### src/rtl/gdo_seq_unit_if.sv
// gdo_seq_unit_if: operand/result channel bundle for the sequential data operator.
// Input side: in_valid/in_ready handshake carrying op, a, b.
// Output side: out_valid/out_ready handshake carrying out_data, out_sat.
interface gdo_seq_unit_if #(
  parameter int DATA_W = 16
);
  logic                     in_valid;
  logic                     in_ready;
  logic [1:0]               op;
  logic signed [DATA_W-1:0] a;
  logic signed [DATA_W-1:0] b;
  logic                     out_valid;
  logic                     out_ready;
  logic signed [DATA_W-1:0] out_data;
  logic                     out_sat;

  // Upstream/downstream side (feeds operands, consumes results).
  modport master (
    output in_valid, op, a, b, out_ready,
    input  in_ready, out_valid, out_data, out_sat
  );

  // Arithmetic unit side.
  modport slave (
    input  in_valid, op, a, b, out_ready,
    output in_ready, out_valid, out_data, out_sat
  );
endinterface

### src/rtl/gdo_seq_unit.sv
// gdo_seq_unit: saturating signed fixed-point add/sub/mult/pow, one transaction at a time.
// Latency: add/sub/mult/pow(n=0) result visible the cycle after accept; pow(n>0) after n more edges.
// Backpressure: result held in DONE until out_ready; no new accept until the cycle after handshake.
// Ports: clk, rst (async, active-high); io = gdo_seq_unit_if.slave (op 0=add 1=sub 2=mult 3=pow,
//        pow exponent n = b[EXP_W-1:0] unsigned).
module gdo_seq_unit #(
  parameter int DATA_W = 16,
  parameter int FRAC_W = 8,
  parameter int EXP_W  = 4
) (
  input logic           clk,
  input logic           rst,
  gdo_seq_unit_if.slave io
);
  localparam int PW = 2 * DATA_W;
  localparam logic signed [DATA_W-1:0] ONE     = DATA_W'(1) << FRAC_W;
  localparam logic signed [PW-1:0]     SAT_MAX = {{(DATA_W+1){1'b0}}, {(DATA_W-1){1'b1}}};
  localparam logic signed [PW-1:0]     SAT_MIN = {{(DATA_W+1){1'b1}}, {(DATA_W-1){1'b0}}};

  typedef enum logic [1:0] {IDLE, CALC, DONE} state_t;

  typedef struct packed {
    logic                     clip;
    logic signed [DATA_W-1:0] val;
  } sat_t;

  function automatic logic signed [PW-1:0] sext(input logic signed [DATA_W-1:0] x);
    return {{DATA_W{x[DATA_W-1]}}, x};
  endfunction

  // The full product always fits in PW bits, so the truncating multiply is exact;
  // the arithmetic shift gives floor rounding.
  function automatic logic signed [PW-1:0] fx_mul(input logic signed [DATA_W-1:0] x,
                                                  input logic signed [DATA_W-1:0] y);
    logic signed [PW-1:0] p;
    p = sext(x) * sext(y);
    return p >>> FRAC_W;
  endfunction

  function automatic sat_t saturate(input logic signed [PW-1:0] v);
    sat_t r;
    if (v > SAT_MAX) begin
      r.clip = 1'b1;
      r.val  = SAT_MAX[DATA_W-1:0];
    end else if (v < SAT_MIN) begin
      r.clip = 1'b1;
      r.val  = SAT_MIN[DATA_W-1:0];
    end else begin
      r.clip = 1'b0;
      r.val  = v[DATA_W-1:0];
    end
    return r;
  endfunction

  state_t                   state, state_nxt;
  logic signed [DATA_W-1:0] acc, base, res_q;
  logic [EXP_W-1:0]         cnt;
  logic                     pow_sat, sat_q;
  logic                     ready, valid;
  logic signed [PW-1:0]     alu_wide;
  sat_t                     alu_res, step_res;
  logic [EXP_W-1:0]         exp_n;
  logic                     pow_iter, accept;

  assign exp_n    = io.b[EXP_W-1:0];
  assign pow_iter = (io.op == 2'd3) && (exp_n != '0);
  assign accept   = io.in_valid && ready;

  // Single-shot path; pow with n=0 falls through here and yields ONE.
  always_comb begin
    alu_wide = '0;
    case (io.op)
      2'd0:    alu_wide = sext(io.a) + sext(io.b);
      2'd1:    alu_wide = sext(io.a) - sext(io.b);
      2'd2:    alu_wide = fx_mul(io.a, io.b);
      default: alu_wide = sext(ONE);
    endcase
    alu_res = saturate(alu_wide);
  end

  assign step_res = saturate(fx_mul(acc, base));

  // State register
  always_ff @(posedge clk or posedge rst) begin
    if (rst) state <= IDLE;
    else     state <= state_nxt;
  end

  // Next-state logic
  always_comb begin
    state_nxt = state;
    case (state)
      IDLE:    if (accept) state_nxt = pow_iter ? CALC : DONE;
      CALC:    if (cnt == EXP_W'(1)) state_nxt = DONE;
      DONE:    if (io.out_ready) state_nxt = IDLE;
      default: state_nxt = IDLE;
    endcase
  end

  // Output decode; in_ready also masked by rst so nothing is accepted during reset.
  always_comb begin
    ready = 1'b0;
    valid = 1'b0;
    case (state)
      IDLE:    ready = !rst;
      DONE:    valid = 1'b1;
      default: ;
    endcase
  end

  // Datapath: out_data/out_sat only change on the edge entering DONE,
  // so partial pow accumulations are never exposed.
  always_ff @(posedge clk or posedge rst) begin
    if (rst) begin
      acc     <= '0;
      base    <= '0;
      cnt     <= '0;
      pow_sat <= 1'b0;
      res_q   <= '0;
      sat_q   <= 1'b0;
    end else begin
      case (state)
        IDLE: begin
          if (accept) begin
            if (pow_iter) begin
              acc     <= ONE;
              base    <= io.a;
              cnt     <= exp_n;
              pow_sat <= 1'b0;
            end else begin
              res_q <= alu_res.val;
              sat_q <= alu_res.clip;
            end
          end
        end
        CALC: begin
          acc     <= step_res.val;
          pow_sat <= pow_sat | step_res.clip;
          cnt     <= cnt - EXP_W'(1);
          if (cnt == EXP_W'(1)) begin
            res_q <= step_res.val;
            sat_q <= pow_sat | step_res.clip;
          end
        end
        default: ;
      endcase
    end
  end

  assign io.in_ready  = ready;
  assign io.out_valid = valid;
  assign io.out_data  = res_q;
  assign io.out_sat   = sat_q;
endmodule

### src/flat_wrapper.sv
// flat-port wrapper written by rule: the top's interface ports become plain ports
module gdo_seq_unit_flat 
#(
  parameter int DATA_W = 16,
  parameter int FRAC_W = 8,
  parameter int EXP_W  = 4
)
  (clk, rst, io_in_valid, io_op, io_a, io_b, io_out_ready, io_in_ready, io_out_valid, io_out_data, io_out_sat);
  gdo_seq_unit_if #(.DATA_W(DATA_W)) io_i ();
  input logic clk;
  input logic rst;
  input wire logic [$bits(io_i.in_valid)-1:0] io_in_valid;
  input wire logic [$bits(io_i.op)-1:0] io_op;
  input wire logic [$bits(io_i.a)-1:0] io_a;
  input wire logic [$bits(io_i.b)-1:0] io_b;
  input wire logic [$bits(io_i.out_ready)-1:0] io_out_ready;
  output wire logic [$bits(io_i.in_ready)-1:0] io_in_ready;
  output wire logic [$bits(io_i.out_valid)-1:0] io_out_valid;
  output wire logic [$bits(io_i.out_data)-1:0] io_out_data;
  output wire logic [$bits(io_i.out_sat)-1:0] io_out_sat;
  assign io_i.in_valid = io_in_valid;
  assign io_i.op = io_op;
  assign io_i.a = io_a;
  assign io_i.b = io_b;
  assign io_i.out_ready = io_out_ready;
  assign io_in_ready = io_i.in_ready;
  assign io_out_valid = io_i.out_valid;
  assign io_out_data = io_i.out_data;
  assign io_out_sat = io_i.out_sat;
  gdo_seq_unit #(.DATA_W(DATA_W), .FRAC_W(FRAC_W), .EXP_W(EXP_W)) u_core (.clk(clk), .rst(rst), .io(io_i));
endmodule
### config.mk
export PLATFORM = sky130hd
export DESIGN_NAME = gdo_seq_unit_flat
export DESIGN_NICKNAME = d
export VERILOG_FILES = /design/src/rtl/gdo_seq_unit_if.sv /design/src/rtl/gdo_seq_unit.sv /design/src/flat_wrapper.sv
export SDC_FILE = /design/constraint.sdc
export NUM_CORES = 2
export LEC_CHECK = 0
export ABC_AREA = 1
export CAP_MARGIN = 20
export CORE_ASPECT_RATIO = 0.75
export CORE_MARGIN = 8
export CORE_UTILIZATION = 48
export DETAILED_ROUTE_END_ITERATION = 10
export PLACE_DENSITY_LB_ADDON = 0.15
export SLEW_MARGIN = 30
export SYNTH_ARGS = -nofsm -noshare
export SYNTH_HDL_FRONTEND = slang
export SYNTH_SLANG_ARGS = --single-unit
### constraint.sdc
create_clock -name clk -period 8.56 [get_ports clk]
set_input_delay 0.856 -clock clk [delete_from_list [all_inputs] [get_ports clk]]
set_output_delay 0.856 -clock clk [all_outputs]
set_load 0.02 [all_outputs]
==> flow_summary_export.csv <==
group,metric,value,unit
cts,post_cts.repair.setup_buffers,0,
cts,clockBufferDepth,2,
job,drv_cap,0,
timing,report.final.setup_viol,0,
timing,tightest_slew,1.11,ns
critical_path,critPathCapture,"u_core.io.out_data[9]",
cts,cts_inserted_buffers,5,
logic_synthesis,syn-num-nets,4371,
critical_path,critPathSlowestCell,"clkdlybuf4s50_1",
placement,gp_congestion,0.971,
timing,finalHoldViolCount,0,
die,rows,73,
detailed_routing,vias_per_cell,5.02,
cts,clock-root-buffer,"clkbuf_16",
logic_synthesis,avgSynthCellArea,7.18,µm²
timing,rsz0062_at_grt,"no",
final_layout,nets,4351,
critical_path,path_max_fanout,16,
final_layout,n_fill_cell,5372,
global_route,grt_overflow,0,
placement,hpwl,65.7,mm
logic_synthesis,ys_seq_area_share,5.40,%
cts,cts_tree,"yes",
critical_path,startpoint_type,"input pin",
final_layout,layout_common_cells,"nand2_1, inv_1, fa_1",
critical_path,arrival,8.17,ns
detailed_routing,ant_nets,0,
global_route,grt_antenna_before_repair,1,
cts,cts-resized-gates,0,
global_route,grt_pass1_wl,125,mm
critical_path,crit_path_max_incr_delay,0.63,ns
timing,period_minus_slack,7.96,ns
critical_path,crit_top_cell,"nand2_1",
worst_hold_path,hold_class,"reg2reg",
global_route,use_met1,41.1,%
die,io_pins,57,
cts,clk_pin_slew,0.08,ns
critical_path,r2r-end,"u_core.acc[1]",
run_status,status,"finished, final reports clean",
global_route,grtUsageMet3,7.26,%
die,dieArea,61900,µm²
die,die_h,217,µm
critical_path,r2r_start,"u_core.base[2]",
cts,cts_num_sinks,56,
die,fp.coreArea,53200,µm²
logic_synthesis,ys_types,49,
timing,max_freq,0.126,GHz
placement,io_buffer_count,56,
detailed_routing,wire_per_inst,17.7,µm
critical_path,startpoint,"io_b[7]",
cts,clkLatencyLatePin,0.31,ns
global_route,grt_pass1_vias,22100,
cts,cts_max_level,2,
final_layout,final_common_cell,"nand2_1",
global_route,use_met2,34.0,%
timing,timing.setup.tns,0,ns
detailed_routing,dr_total_vias,21600,
final_layout,regArea,1400,µm²
logic_synthesis,ys_seq_elements,56,
global_route,top_usage_layer,"met1",
critical_path,r2r_cells,25,
detailed_routing,first_pass_iters,6,
timing,setup_slack,0.600,ns
detailed_routing,wl,76.1,mm
final_layout,area_delta_synth_final,5.71,%
critical_path,crit_type,"in2reg",
global_route,grtUsageTotal,25.4,%
timing,fin_skew,0.0104,ns
critical_path,r2r_slack,1.00,ns
timing,slew_viol_final,0,
critical_path,critPathCaptureType,"flip-flop",
logic_synthesis,synth_cells,3616,
critical_path,critPathRequiredTime,8.77,ns
final_layout,drive_gt1_share,3.59,%
final_layout,diodes,0,
timing,slew-limit-headroom,25.3,%
timing,period_share,93.0,%
die,initial_utilization,48.8,%
die,die_w,285,µm
logic_synthesis,ys_warn_count,0,
detailed_routing,drcViolationCount,0,
cts,holdBufCountCts,0,
detailed_routing,dr.first_iter.drc_count,2006,
final_layout,multi_input_area,20000,µm²
placement,place_ws,0.463,ns
logic_synthesis,netlist_area,26000,µm²
global_route,grt_max_degree,57,
## cell type report
class | count | share of cell area (%)
Timing Repair Buffer | 125 | 3.93
Tap cell | 712 | 3.25
Sequential cell | 56 | 5.10
Multi-Input combinational cell | 2371 | 73.0
Inverter | 1037 | 14.2
Clock inverter | 3 | 0.0820
Clock buffer | 5 | 0.456
## through the flow
| step | instance area [µm²] | util [%] | instances | hold WS, ns |
|---|---|---|---|---|
| 2_1_floorplan | 26000 | - | 3616 | 0.502 |
| 3_3_place_gp | 27300 | 51.3 | 4301 | 0.492 |
| 3_5_place_dp | 27300 | 51.3 | 4301 | 0.488 |
| 4_1_cts | 27500 | 51.6 | 4309 | 0.512 |
| 5_1_grt | 27500 | 51.6 | 4309 | 0.552 |
| 6_report | 27500 | 51.6 | 4309 | 0.516 |
## critical path: cells and delay by family
family | cells | cell delay, ns
buf+inv | 8 | 1.39
compound gates | 4 | 1.20
fa+ha+maj | 8 | 3.60
simple gates | 11 | 1.15
## flip-flops by register name (all words and copies together), names as in the netlist
register,flops
u_core.acc,16
u_core.base,16
u_core.cnt,4
u_core.io.out_data,16
u_core.io.out_sat,1
u_core.pow_sat,1
u_core.state,2
## routing by layer
| layer | part of all wire [%] | vias up |
|---|---|---|
| met5 | 0.017 | - |
| met4 | 1.1 | 2 |
| met3 | 10 | 48 |
| met2 | 37 | 818 |
| met1 | 51 | 10500 |
| li1 | - | 10300 |
## cells in the mapped netlist, drive strengths merged
| cell | n | share of area (%) |
|---|---|---|
| nand3 | 91 | 1.8 |
| nor2 | 151 | 2.2 |
| a21oi | 149 | 2.9 |
| a311oi | 1 | 0.034 |
| inv | 1035 | 15 |
| ha | 193 | 9.3 |
| xnor2 | 8 | 0.27 |
| nand3b | 2 | 0.058 |
| a211oi | 1 | 0.029 |
| fa | 524 | 40 |
| a31oi | 4 | 0.096 |
| and2 | 2 | 0.048 |
| and3 | 4 | 0.096 |
| nor3 | 12 | 0.27 |
| o211ai | 3 | 0.087 |
| o21bai | 6 | 0.17 |
| a221oi | 1 | 0.034 |
| a21o | 1 | 0.029 |
| nand2 | 1061 | 15 |
| a21boi | 8 | 0.23 |
| or2 | 21 | 0.51 |
| nor4 | 9 | 0.22 |
| o21a | 2 | 0.058 |
| xor2 | 18 | 0.61 |
| o311ai | 2 | 0.067 |
| o41ai | 1 | 0.034 |
| o221ai | 2 | 0.067 |
| dfrtp | 56 | 5.4 |
| clkbuf | 128 | 1.9 |
| clkinv | 2 | 0.029 |
| buf | 24 | 0.62 |
| o31ai | 4 | 0.13 |
| o2111ai | 2 | 0.067 |
| nand4 | 12 | 0.29 |
| o21ai | 76 | 1.5 |
## cell families after synthesis
kind of cell	synth area share (%)
fa+ha+maj	49.7
simple gates	21.0
compound gates	5.55
flops	5.40
buf+inv	17.5
xor+xnor	0.877
## worst min path at each step
stage | from | to | slack [ns] | cells past startpoint
CTS | u_core.io.out_data[15] | u_core.io.out_data[15] | 0.51 | 2
finish | u_core.io.out_data[7] | u_core.io.out_data[7] | 0.52 | 2
detailed placement | u_core.io.out_data[15] | u_core.io.out_data[15] | 0.49 | 2
floorplan | u_core.pow_sat | u_core.pow_sat | 0.50 | 2
global placement | u_core.io.out_data[7] | u_core.io.out_data[7] | 0.49 | 2
global route | u_core.io.out_data[10] | u_core.io.out_data[10] | 0.55 | 2
Power is left out: the tool's default activity adds up to more than one toggle a clock period on the data nets, which glitch-free logic cannot reach.
